==> config.mk <==
export PLATFORM = sky130hd
export DESIGN_NAME = seq_divider16x8_flat
export DESIGN_NICKNAME = d
export VERILOG_FILES = /design/src/rtl/seq_divider16x8_pkg.sv /design/src/rtl/seq_divider16x8_if.sv /design/src/rtl/seq_divider16x8_div_step.sv /design/src/rtl/seq_divider16x8.sv /design/src/flat_wrapper.sv
export SDC_FILE = /design/constraint.sdc
export NUM_CORES = 1
export LEC_CHECK = 0
export ABC_AREA = 1
export CELL_PAD_IN_SITES_DETAIL_PLACEMENT = 0
export CELL_PAD_IN_SITES_GLOBAL_PLACEMENT = 2
export CORE_MARGIN = 3
export CORE_UTILIZATION = 38
export DETAILED_ROUTE_END_ITERATION = 6
export DONT_BUFFER_PORTS = 1
export HOLD_SLACK_MARGIN = 0.15
export PLACE_DENSITY_LB_ADDON = 0.1
export SKIP_CTS_REPAIR_TIMING = 1
export SYNTH_ARGS = -nofsm -noshare
export SYNTH_HDL_FRONTEND = slang
export SYNTH_SLANG_ARGS = --single-unit
==> constraint.sdc <==
create_clock -name clk -period 2.23 [get_ports clk]
set_input_delay 0.3345 -clock clk [delete_from_list [all_inputs] [get_ports clk]]
set_output_delay 0.3345 -clock clk [all_outputs]
set_load 0.005 [all_outputs]
==> src/rtl/seq_divider16x8_pkg.sv <==
// Shared definitions for the sequential 2*DW / DW restoring divider.
package seq_divider16x8_pkg;

  localparam int DW_DEFAULT = 8;

  typedef enum logic [1:0] {
    IDLE = 2'd0,
    CALC = 2'd1,
    DONE = 2'd2
  } state_t;

  // Iteration counter must be able to hold the value DW.
  function automatic int cnt_width(input int dw);
    return $clog2(dw + 1);
  endfunction

endpackage

==> src/rtl/seq_divider16x8_if.sv <==
// Start/busy/done handshake plus operand and result bus of the divider.
interface seq_divider16x8_if
  import seq_divider16x8_pkg::*;
#(
  parameter int DW = DW_DEFAULT
);

  logic            start;
  logic [2*DW-1:0] dividend;
  logic [DW-1:0]   divisor;
  logic            busy;
  logic            done;
  logic [DW-1:0]   quotient;
  logic [DW-1:0]   remainder;
  logic            overflow;
  logic            div_by_zero;

  modport master (
    output start, dividend, divisor,
    input  busy, done, quotient, remainder, overflow, div_by_zero
  );

  modport slave (
    input  start, dividend, divisor,
    output busy, done, quotient, remainder, overflow, div_by_zero
  );

endinterface

==> src/rtl/seq_divider16x8_div_step.sv <==
// One restoring-division step: shift a dividend bit into the partial remainder
// and subtract the divisor when it fits.
module seq_divider16x8_div_step
  import seq_divider16x8_pkg::*;
#(
  parameter int DW = DW_DEFAULT
) (
  input  logic [DW-1:0] rem,
  input  logic          bit_in,
  input  logic [DW-1:0] divisor,
  output logic [DW-1:0] rem_next,
  output logic          qbit
);

  logic [DW:0] t;
  logic [DW:0] diff;

  // rem < divisor on entry, so t - divisor always fits back into DW bits.
  assign t        = {rem, bit_in};
  assign diff     = t - {1'b0, divisor};
  assign qbit     = (t >= {1'b0, divisor});
  assign rem_next = qbit ? diff[DW-1:0] : t[DW-1:0];

endmodule

==> src/rtl/seq_divider16x8.sv <==
// Multi-cycle restoring divider: 2*DW-bit dividend / DW-bit divisor, one
// quotient bit per cycle, with overflow and divide-by-zero detection.
module seq_divider16x8
  import seq_divider16x8_pkg::*;
#(
  parameter int DW = DW_DEFAULT
) (
  input logic clk,
  input logic rst,
  seq_divider16x8_if.slave bus
);

  localparam int CNT_W = cnt_width(DW);

  state_t           state;
  state_t           state_next;
  logic [DW-1:0]    rem_q;
  logic [DW-1:0]    shift_q;
  logic [DW-1:0]    divisor_q;
  logic [CNT_W-1:0] cnt_q;
  logic             ovf_pending;
  logic             dbz_pending;
  logic             done_q;
  logic [DW-1:0]    quotient_q;
  logic [DW-1:0]    remainder_q;
  logic             overflow_q;
  logic             div_by_zero_q;

  logic             accept;
  logic             err_zero;
  logic             err_ovf;
  logic [DW-1:0]    rem_next;
  logic             qbit;

  assign accept   = (state == IDLE) && bus.start;
  assign err_zero = (bus.divisor == '0);
  assign err_ovf  = !err_zero && (bus.dividend[2*DW-1:DW] >= bus.divisor);

  seq_divider16x8_div_step #(.DW(DW)) u_step (
    .rem      (rem_q),
    .bit_in   (shift_q[DW-1]),
    .divisor  (divisor_q),
    .rem_next (rem_next),
    .qbit     (qbit)
  );

  always_ff @(posedge clk or posedge rst) begin
    if (rst) state <= IDLE;
    else     state <= state_next;
  end

  always_comb begin
    state_next = state;
    unique case (state)
      IDLE:    if (bus.start) state_next = (err_zero || err_ovf) ? DONE : CALC;
      CALC:    if (cnt_q == CNT_W'(DW - 1)) state_next = DONE;
      DONE:    state_next = IDLE;
      default: state_next = IDLE;
    endcase
  end

  // The shift register doubles as the quotient: dividend bits leave at the MSB
  // while quotient bits enter at the LSB.
  always_ff @(posedge clk or posedge rst) begin
    if (rst) begin
      rem_q         <= '0;
      shift_q       <= '0;
      divisor_q     <= '0;
      cnt_q         <= '0;
      ovf_pending   <= 1'b0;
      dbz_pending   <= 1'b0;
      done_q        <= 1'b0;
      quotient_q    <= '0;
      remainder_q   <= '0;
      overflow_q    <= 1'b0;
      div_by_zero_q <= 1'b0;
    end else begin
      done_q <= 1'b0;
      unique case (state)
        IDLE: begin
          if (accept) begin
            divisor_q     <= bus.divisor;
            cnt_q         <= '0;
            ovf_pending   <= err_ovf;
            dbz_pending   <= err_zero;
            quotient_q    <= '0;
            remainder_q   <= '0;
            overflow_q    <= 1'b0;
            div_by_zero_q <= 1'b0;
            if (err_zero || err_ovf) begin
              rem_q   <= '0;
              shift_q <= '0;
            end else begin
              rem_q   <= bus.dividend[2*DW-1:DW];
              shift_q <= bus.dividend[DW-1:0];
            end
          end
        end
        CALC: begin
          rem_q   <= rem_next;
          shift_q <= {shift_q[DW-2:0], qbit};
          cnt_q   <= cnt_q + CNT_W'(1);
        end
        DONE: begin
          quotient_q    <= shift_q;
          remainder_q   <= rem_q;
          overflow_q    <= ovf_pending;
          div_by_zero_q <= dbz_pending;
          done_q        <= 1'b1;
        end
        default: ;
      endcase
    end
  end

  assign bus.busy        = (state != IDLE);
  assign bus.done        = done_q;
  assign bus.quotient    = quotient_q;
  assign bus.remainder   = remainder_q;
  assign bus.overflow    = overflow_q;
  assign bus.div_by_zero = div_by_zero_q;

endmodule

==> src/flat_wrapper.sv <==
// flat-port wrapper written by rule: the top's interface ports become plain ports
module seq_divider16x8_flat import seq_divider16x8_pkg::*;
#(
  parameter int DW = DW_DEFAULT
)
  (clk, rst, bus_start, bus_dividend, bus_divisor, bus_busy, bus_done, bus_quotient, bus_remainder, bus_overflow, bus_div_by_zero);
  seq_divider16x8_if #(.DW(DW)) bus_i ();
  input logic clk;
  input logic rst;
  input wire logic [$bits(bus_i.start)-1:0] bus_start;
  input wire logic [$bits(bus_i.dividend)-1:0] bus_dividend;
  input wire logic [$bits(bus_i.divisor)-1:0] bus_divisor;
  output wire logic [$bits(bus_i.busy)-1:0] bus_busy;
  output wire logic [$bits(bus_i.done)-1:0] bus_done;
  output wire logic [$bits(bus_i.quotient)-1:0] bus_quotient;
  output wire logic [$bits(bus_i.remainder)-1:0] bus_remainder;
  output wire logic [$bits(bus_i.overflow)-1:0] bus_overflow;
  output wire logic [$bits(bus_i.div_by_zero)-1:0] bus_div_by_zero;
  assign bus_i.start = bus_start;
  assign bus_i.dividend = bus_dividend;
  assign bus_i.divisor = bus_divisor;
  assign bus_busy = bus_i.busy;
  assign bus_done = bus_i.done;
  assign bus_quotient = bus_i.quotient;
  assign bus_remainder = bus_i.remainder;
  assign bus_overflow = bus_i.overflow;
  assign bus_div_by_zero = bus_i.div_by_zero;
  seq_divider16x8 #(.DW(DW)) u_core (.clk(clk), .rst(rst), .bus(bus_i));
endmodule
* After elaboration in Yosys (flattened, before gate mapping)
Index checks and enable logic that the tools add are counted.
** Word-level totals
- Bits in registers :: 51
- Output and inout port bits :: 20
- Logic and storage cells :: 55
** Cells by class
- Order comparisons :: 2
- Mux-type cells :: 20
- Reductions and logical operators :: 13
- Equality and inequality tests :: 6
- Add/subtract/negate cells :: 2
** Operator list (count)
- case mux 8 bit (2 select lines) :: 4
- two-way mux 8 bit :: 6
- >= comparator 9 x 8 -> 1 bit :: 1
- >= comparator 8 bit :: 1
- zero test 8 bit :: 1
- case mux 4 bit (2 select lines) :: 1
- AND reduction 2 bit :: 4
- subtractor 8 bit :: 1
- two-way mux 2 bit :: 3
- nonzero test 2 bit :: 3
- adder 4 x 1 -> 4 bit (second input constant) :: 1
- == test 4 x 3 -> 1 bit (second input constant) :: 1
- two-way mux 4 bit :: 1
- != test 2 x 1 -> 1 bit (second input constant) :: 2
- case mux 1 bit (2 select lines) :: 2
- case mux 2 bit (2 select lines) :: 1
- == test 2 x 1 -> 1 bit (second input constant) :: 1
- == test 2 bit (second input constant) :: 1
- logical AND 1 bit :: 2
- zero test 2 bit :: 1
- two-way mux 1 bit :: 2
- != test 2 bit (second input constant) :: 1
- zero test 1 bit :: 1
- logical OR 1 bit :: 1

* Longest topological paths before layout
Gate-level depths: netlist of the first run.
- Depth after elaboration :: 7
- Mapped depth :: 15
- Gate-level depth less buffers :: 15

* Hierarchy
Synthesis of the first run repeated with hierarchy kept, for this count alone.
** Unflattened totals
- Cells, all modules :: 370
- Area, all modules :: 3032.9 um^2
** By module, submodules not included
- seq_divider16x8 :: area an instance 2378.5 um^2, instances 1, cells an instance 261
- seq_divider16x8_div_step :: area an instance 654.4 um^2, instances 1, cells an instance 109

* Worst setup path before layout of the first run
OpenSTA, ideal clock, no wires.
- Path kind :: register to register
- From :: register u_core.shift_q[7]
- To :: register u_core.rem_q[6]
- Path buffers :: 0
- Setup slack :: 0.471 ns
- Library setup time :: 0.116 ns
- Data arrival time :: 1.643 ns
- Cell stages (with the launch flop) :: 15
- Cells stage by stage :: dfrtp_1 -> inv_1 -> ha_1 -> fa_1 -> nand3b_1 -> nand2_1 -> nand2_1 -> nand2_1 -> nand2_1 -> nand2_1 -> nand2_1 -> nand3_1 -> nand2_1 -> nand2_1 -> nand2_1
** On the way
- Cells in the longest elaborated chain, start to end :: 3
- Elaborated cells on any way between the ends :: 4
** Ends and longest elaborated chain
- start: declaration :: line seq_divider16x8.sv:18 : logic [DW-1:0] shift_q;
- start signal: assignment :: line seq_divider16x8.sv:95 : shift_q <= bus.dividend[DW-1:0];
- start signal: assignment :: line seq_divider16x8.sv:101 : shift_q <= {shift_q[DW-2:0], qbit};
- subtractor 8 bit / >= comparator 9 x 8 -> 1 bit (equally long branches) :: line seq_divider16x8_div_step.sv:20, seq_divider16x8_div_step.sv:21
- two-way mux 8 bit * :: line seq_divider16x8_div_step.sv:22 : assign rem_next = qbit ? diff[DW-1:0] : t[DW-1:0];
- case mux 8 bit (2 select lines) * :: line seq_divider16x8.sv:79 : unique case (state)
- end signal: assignment :: line seq_divider16x8.sv:94 : rem_q <= bus.dividend[2*DW-1:DW];
- end signal: assignment :: line seq_divider16x8.sv:100 : rem_q <= rem_next;
- end: declaration :: line seq_divider16x8.sv:17 : logic [DW-1:0] rem_q;
Mark *: on every way between the ends. The rest lies on a longest branch, timed or not.
A chain may end at the register's enable or synchronous reset.

* Worst setup path after layout of the first run
- From :: register u_core.divisor_q[0]
- To :: register u_core.rem_q[6]
** On the way
- Cells in the longest elaborated chain, start to end :: 3
- Elaborated cells on any way between the ends :: 4
** Ends and longest elaborated chain
- start: declaration :: line seq_divider16x8.sv:19 : logic [DW-1:0] divisor_q;
- start signal: assignment :: line seq_divider16x8.sv:82 : divisor_q <= bus.divisor;
- subtractor 8 bit / >= comparator 9 x 8 -> 1 bit (equally long branches) :: line seq_divider16x8_div_step.sv:20, seq_divider16x8_div_step.sv:21
- two-way mux 8 bit * :: line seq_divider16x8_div_step.sv:22
- case mux 8 bit (2 select lines) * :: line seq_divider16x8.sv:79
Marked as above.

==> impl_metrics.toml, run 1 <==
[timing]
fin_setup_tns_ns = 0
rsz0062_at_grt = "false"
period_share_pct = 88.27
post-route-worst-setup-slack_ns = 0.2617
hold_viol = 0
slew_violations = 0
min_period_ns = 1.968
worstMarginPinSlew_ns = 0.4695
slew_headroom_pct = 68.70
max_freq_mhz = 508.0
hold_slack_ns = 0.1740
fin_skew_ns = 0.004696
setup_viol = 0

[power_and_ir_drop]
total_power_mw = 5.542
p_int_mw = 2.827
leakagePower_nw = 1.717
p_comb_share_pct = 56.7
switching_power_mw = 2.715
p_clk_share_pct = 12.4
swShare_pct = 48.99
seq_power_share_pct = 30.9
peakVddDrop_mv = 0.8676
powerDensity_nw_per_um2 = 1670

[critical_path]
reg2reg_to = "u_core.rem_q[6]"
end_kind = "flop"
critPathBufInv = 0
rrSetupSlack_ns = 0.26
required_ns = 2.44
arrival_ns = 2.18
crit_chain = "ha_1, fa_1, nand3b_1, nand2_1, nand2_1, nand2_1, nand2_1, nand2_1, nand2_1, nand3_1, nand2_1, nand2_1, nand2_1"
cp_common_cell = "nand2_1"
worst-setup-path-type = "flop to flop"
crit_fanout = 2
rr_startpoint = "u_core.divisor_q[0]"
max_stage_delay_ns = 0.44
worstSetupStartpointType = "flop"
crit_slowest_cell = "dfrtp_1"
path_delay_family = "simple AND/OR/NAND/NOR gates"
rr_worst_depth = 13

[synthesis]
syn-num-nets = 427
synth_area_per_cell_um2 = 8.225
seq_area_frac_synth_pct = 40.62
yosysWarnings = 0
synthDistinctLibCells = 40
synth_flop_cell = "dfrtp_1"
syn_inst = 382
async_reset_ff_share_pct = 100.0
synth_area_um2 = 3142
ys_ff_latch = 51
synth_edf_count = 0

[route]
dr.pass1.iters = 4
drt_iter0_markers = 108
wl_per_cell_um = 16.39
drtAntennaViolNets = 0
finalWirelength_mm = 7.901
num_vias = 2413
drc = 0
vias_per_cell = 5.006

[finish]
fill_cells = 823
drive_above_1_share_pct = 13.42
fin_area_um2 = 3318
nets = 424
antenna_cells = 0
syn2layout_area_growth_pct = 5.615
instances_no_fill = 482
fin_util_pct = 42.07

[grt]
grt_max_degree = 52
grt_pass1_vias = 2447
grt_overflow = 0
grt_antenna_before_repair = 0
grtUsageTotal_pct = 17.30
grt_pass1_wl_mm = 13.01

[clocking]
cts_tree = "built"
insertion_delay_ns = 0.31
htreeDepth = 2
clk_pin_slew_ns = 0.10
root_buffer = "clkbuf_8"
clk_path_buf_depth = 2
cts_buffers = 5
cts.sinks = 51

[floorplan]
die_area_um2 = 9394
dieWidth_um = 96.93
core_area_um2 = 7888
num_rows = 32
initial_utilization_pct = 39.83
num_io_pins = 47
fp.dieH_um = 96.93

[worst_hold_path]
hold-path-endpoint = "u_core.shift_q[6]"
holdPathStages = 2
hold_start = "bus_dividend[6]"
hold_path.class = "primary input to flop"

[placed_design]
dpl_worst_slack_ns = 0.2746
hpwl_mm = 5.933
gp_congestion = 0.8463
placedCellCount = 473
portBuffers = 0
dpl_cell_area_um2 = 3193

[status]
outcome = "completed"

[run]
max_cap_violations = 0
## layer usage
metal	wire length, um	global-route usage [%]	vias up
li1	-	-	1234
met1	4065	25.20	1128
met2	3482	26.70	45
met3	294	3.821	6
met4	59	2.916	0
met5	0	0	-
## power groups by stage
stage	sequential (mW)	combinational [mW]	clock (mW)
4_1_cts	1.72	3.18	0.715
3_3_place_gp	1.72	3.17	0
5_1_grt	1.79	3.59	0.752
2_1_floorplan	1.61	2.70	0
3_5_place_dp	1.74	3.17	0
6_report	1.71	3.14	0.688
## layout by cell type (no fill, tap or decap), drive strengths merged, types with 3 or more instances in the layout
cell type   n
a21oi      17
ha         17
a22oi       7
nand3      55
nand2      99
o21ai      27
buf         4
nor2       15
nand4       5
nand3b      3
clkbuf      5
dfrtp      51
nor3        3
inv        57
## area by class of cell
type | count | area, um^2 | area share (%)
tap | 102 | 127.6 | 3.846
sequential | 51 | 1276 | 38.46
clock buffer | 5 | 68.82 | 2.074
multi-input combinational | 260 | 1536 | 46.30
inverter | 56 | 210.2 | 6.335
timing repair buffer | 5 | 52.55 | 1.584
clock inverter | 3 | 46.29 | 1.395
## kinds of logic (layout without fill, tap and decap cells)
family / after synthesis / after routing / share of synthesized area (%)
muxes: 1 / 1 / 0.3186
xor gates and xnor gates: 3 / 3 / 0.8365
AOI/OAI and AO/OA: 55 / 55 / 10.75
buffers and inverters: 71 / 69 / 10.47
DFF: 51 / 51 / 40.62
adders and majority gates: 18 / 18 / 7.407
and+or+nand+nor: 183 / 183 / 29.59
## worst max path at each step
stage	from	endpoint	slack [ns]	cells past startpoint
2_1_floorplan	u_core.shift_q[7]	u_core.rem_q[6]	0.47	14
3_3_place_gp	bus_divisor[5]	u_core.rem_q[7]	0.25	11
3_5_place_dp	bus_divisor[5]	u_core.rem_q[0]	0.27	11
4_1_cts	u_core.divisor_q[0]	u_core.rem_q[6]	0.27	13
5_1_grt	u_core.rem_q[4]	u_core.rem_q[1]	0.07	10
6_report	u_core.divisor_q[0]	u_core.rem_q[6]	0.26	13
## sequential cells by signal, summed over array words and instances, names as in the netlist
name and count:
u_core.bus.div_by_zero 1, u_core.bus.done 1, u_core.bus.overflow 1, u_core.bus.quotient 8, u_core.bus.remainder 8, u_core.cnt_q 4, u_core.dbz_pending 1, u_core.divisor_q 8
u_core.ovf_pending 1, u_core.rem_q 8, u_core.shift_q 8, u_core.state 2
## Yosys cell counts, types with 2 or more instances
cell type   n  area, um^2
inv_1      48       180.2
nand2_1    94       352.8
clkbuf_1    2       7.510
nor2_4      2       22.52
o211ai_1    2       15.01
nor2_8      2       40.04
a22oi_2     6       75.07
nand2_2     4       25.02
nor3_1      2       10.01
ha_1       17       212.7
a21oi_1    16       80.08
nand4_1     4       25.02
buf_2       7       35.03
dfrtp_1    51        1276
nand3b_1    3       22.52
buf_6       3       33.78
xor2_1      2       17.52
inv_2       8       30.03
nand3_1    45       225.2
nand3_2     9       90.09
o21ai_1    13       65.06
or2_1       2       12.51
o21ai_0    14       70.07
nor2_1     10       37.54
Power figures use the tool's default switching activity.
==> run 2: changes to the inputs <==
==> constraint.sdc (replaced) <==
create_clock -name clk -period 2.15 [get_ports clk]
set_input_delay 0.3225 -clock clk [delete_from_list [all_inputs] [get_ports clk]]
set_output_delay 0.3225 -clock clk [all_outputs]
set_load 0.005 [all_outputs]
==> run 2 against run 1 <==
First-iteration DRC count up 13%. Via count is 0.54% higher. Worst hold slack got worse by 0.0059 ns. Die area unchanged. Sequential cell count is the same. Non-clock buffer count is 1 higher. Sequential power up 4%. Critical path type unchanged.
==> impl_metrics.toml, run 2 (synthesized netlist as in run 1, its figures left out) <==
[status]
outcome = "completed"

[timing]
hold_viol = 0
setup_viol = 0
period_share_pct = 90.87
rsz0062_at_grt = "false"
worstMarginPinSlew_ns = 0.4399
post-route-worst-setup-slack_ns = 0.1963
slew_violations = 0
fin_skew_ns = 0.009168
min_period_ns = 1.954
fin_setup_tns_ns = 0
max_freq_mhz = 511.9
slew_headroom_pct = 70.67

[floorplan]
fp.dieH_um = 96.93
die_area_um2 = 9394
num_rows = 32
initial_utilization_pct = 39.83
core_area_um2 = 7888
num_io_pins = 47
dieWidth_um = 96.93

[critical_path]
required_ns = 2.36
worst-setup-path-type = "flop to flop"
crit_fanout = 2
worstSetupStartpointType = "flop"
arrival_ns = 2.16
rr_worst_depth = 13
rrSetupSlack_ns = 0.20
end_kind = "flop"

[finish]
ff_latch_area_um2 = 1276
antenna_cells = 0
drive_above_1_share_pct = 13.39
fill_cells = 808
instances_no_fill = 483
nets = 425
layout_common_cells = "nand2_1 (94), dfrtp_1 (51), inv_1 (47)"
fin_area_um2 = 3318
final_common_cell = "nand2_1"
syn2layout_area_growth_pct = 5.615
multi_input_area_um2 = 1545

[clocking]
cts_tree = "built"
insertion_delay_ns = 0.31
root_buffer = "clkbuf_8"
clk_pin_slew_ns = 0.10
clk_path_buf_depth = 2
cts.sinks = 51
htreeDepth = 2
cts_buffers = 5

[route]
drtAntennaViolNets = 0
num_vias = 2426
drc = 0
finalWirelength_mm = 7.700
wl_per_cell_um = 15.94
vias_per_cell = 5.023
dr.pass1.iters = 4
drt_iter0_markers = 122

[grt]
grt_pass1_vias = 2433
grt_pass1_wl_mm = 13.05
grt_overflow = 0
grt_max_degree = 52
grtUsageTotal_pct = 17.19
grt_antenna_before_repair = 0

[placed_design]
dpl_worst_slack_ns = 0.1902
hpwl_mm = 5.841
dpl_cell_area_um2 = 3193
gp_congestion = 0.8136
portBuffers = 0
placedCellCount = 473

[worst_hold_path]
hold_path.class = "primary input to flop"
holdPathStages = 2

[power_and_ir_drop]
powerDensity_nw_per_um2 = 1705
leakagePower_nw = 1.720
peakVddDrop_mv = 0.7490

[run]
max_cap_violations = 0
==> run 2: changes by cell type in the layout (fill, tap and decap cells not counted) <==
cell / change
clkinvlp_4: -1
nand4_4: +1
bufinv_16: -1
dlygate4sd3_1: +1
clkinv_2: +1
clkbuf_8: +1
nand4_2: -1
==> run 2: final cells by class <==
class / count / area share [%]
multi-input combinational: 260 / 46.57
tap: 102 / 3.846
sequential: 51 / 38.46
inverter: 56 / 6.335
clock buffer: 6 / 2.489
clock inverter: 2 / 0.4148
timing repair buffer: 6 / 1.885
==> run 2: metrics by stage <==
stage / hold WS, ns / power, mW / utilization, %
after floorplan: 0.4456 / 4.472 / -
after CTS: -0.06059 / 5.707 / 41.70
after global routing: 0.1628 / 6.268 / 42.07
after detailed placement: 0.2789 / 5.085 / 40.48
after global placement: 0.2787 / 5.083 / 40.48
final: 0.1681 / 5.657 / 42.07
==> run 2: path summary, 6_finish.rpt <==
path,start,end
max in group asynchronous,rst,u_core.rem_q[0]
worst min register to register,u_core.cnt_q[3],u_core.cnt_q[3]
min in group asynchronous,rst,u_core.bus.quotient[2]
worst min-delay path,bus_dividend[2],u_core.shift_q[2]
worst max-delay path,u_core.divisor_q[0],u_core.rem_q[6]
worst max register to register,u_core.divisor_q[0],u_core.rem_q[6]
==> run 2: metal layers <==
layer | GRT usage [%] | share of wire [%] | vias to the layer above
li1 | - | - | 1243
met1 | 25.14 | 52 | 1136
met2 | 26.38 | 43 | 41
met3 | 3.244 | 3.5 | 6
met4 | 3.780 | 1.2 | 0
met5 | 0 | 0 | -
==> run 2: power by group <==
| part | switching (mW) | internal (mW) | total [mW] | leakage (nW) |
|---|---|---|---|---|
| Clock | 0.345 | 0.264 | 0.609 | 0.0516 |
| Combinational | 2.09 | 1.18 | 3.27 | 1.02 |
| Sequential | 0.365 | 1.41 | 1.78 | 0.650 |
==> run 2: worst max-delay path: stages, from the launching register on <==
cell and delay [ns]:
dfrtp_1 0.43, ha_1 0.22, fa_1 0.40, nand3b_1 0.18
nand2_1 0.12, nand2_1 0.09, nand2_1 0.06, nand2_1 0.04
nand2_1 0.06, nand2_1 0.05, nand3_1 0.07, nand2_1 0.05
nand2_1 0.05, nand2_1 0.05
==> run 3: changes to the inputs <==
--- a/config.mk
+++ b/config.mk
@@ -10,6 +10,7 @@
 export CELL_PAD_IN_SITES_GLOBAL_PLACEMENT = 2
 export CORE_MARGIN = 3
 export CORE_UTILIZATION = 38
+export CTS_CLUSTER_DIAMETER = 80
 export DETAILED_ROUTE_END_ITERATION = 6
 export DONT_BUFFER_PORTS = 1
 export HOLD_SLACK_MARGIN = 0.15
==> results of run 3 <==
No change in the layout: final DEF, timing and power equal those of run 2.
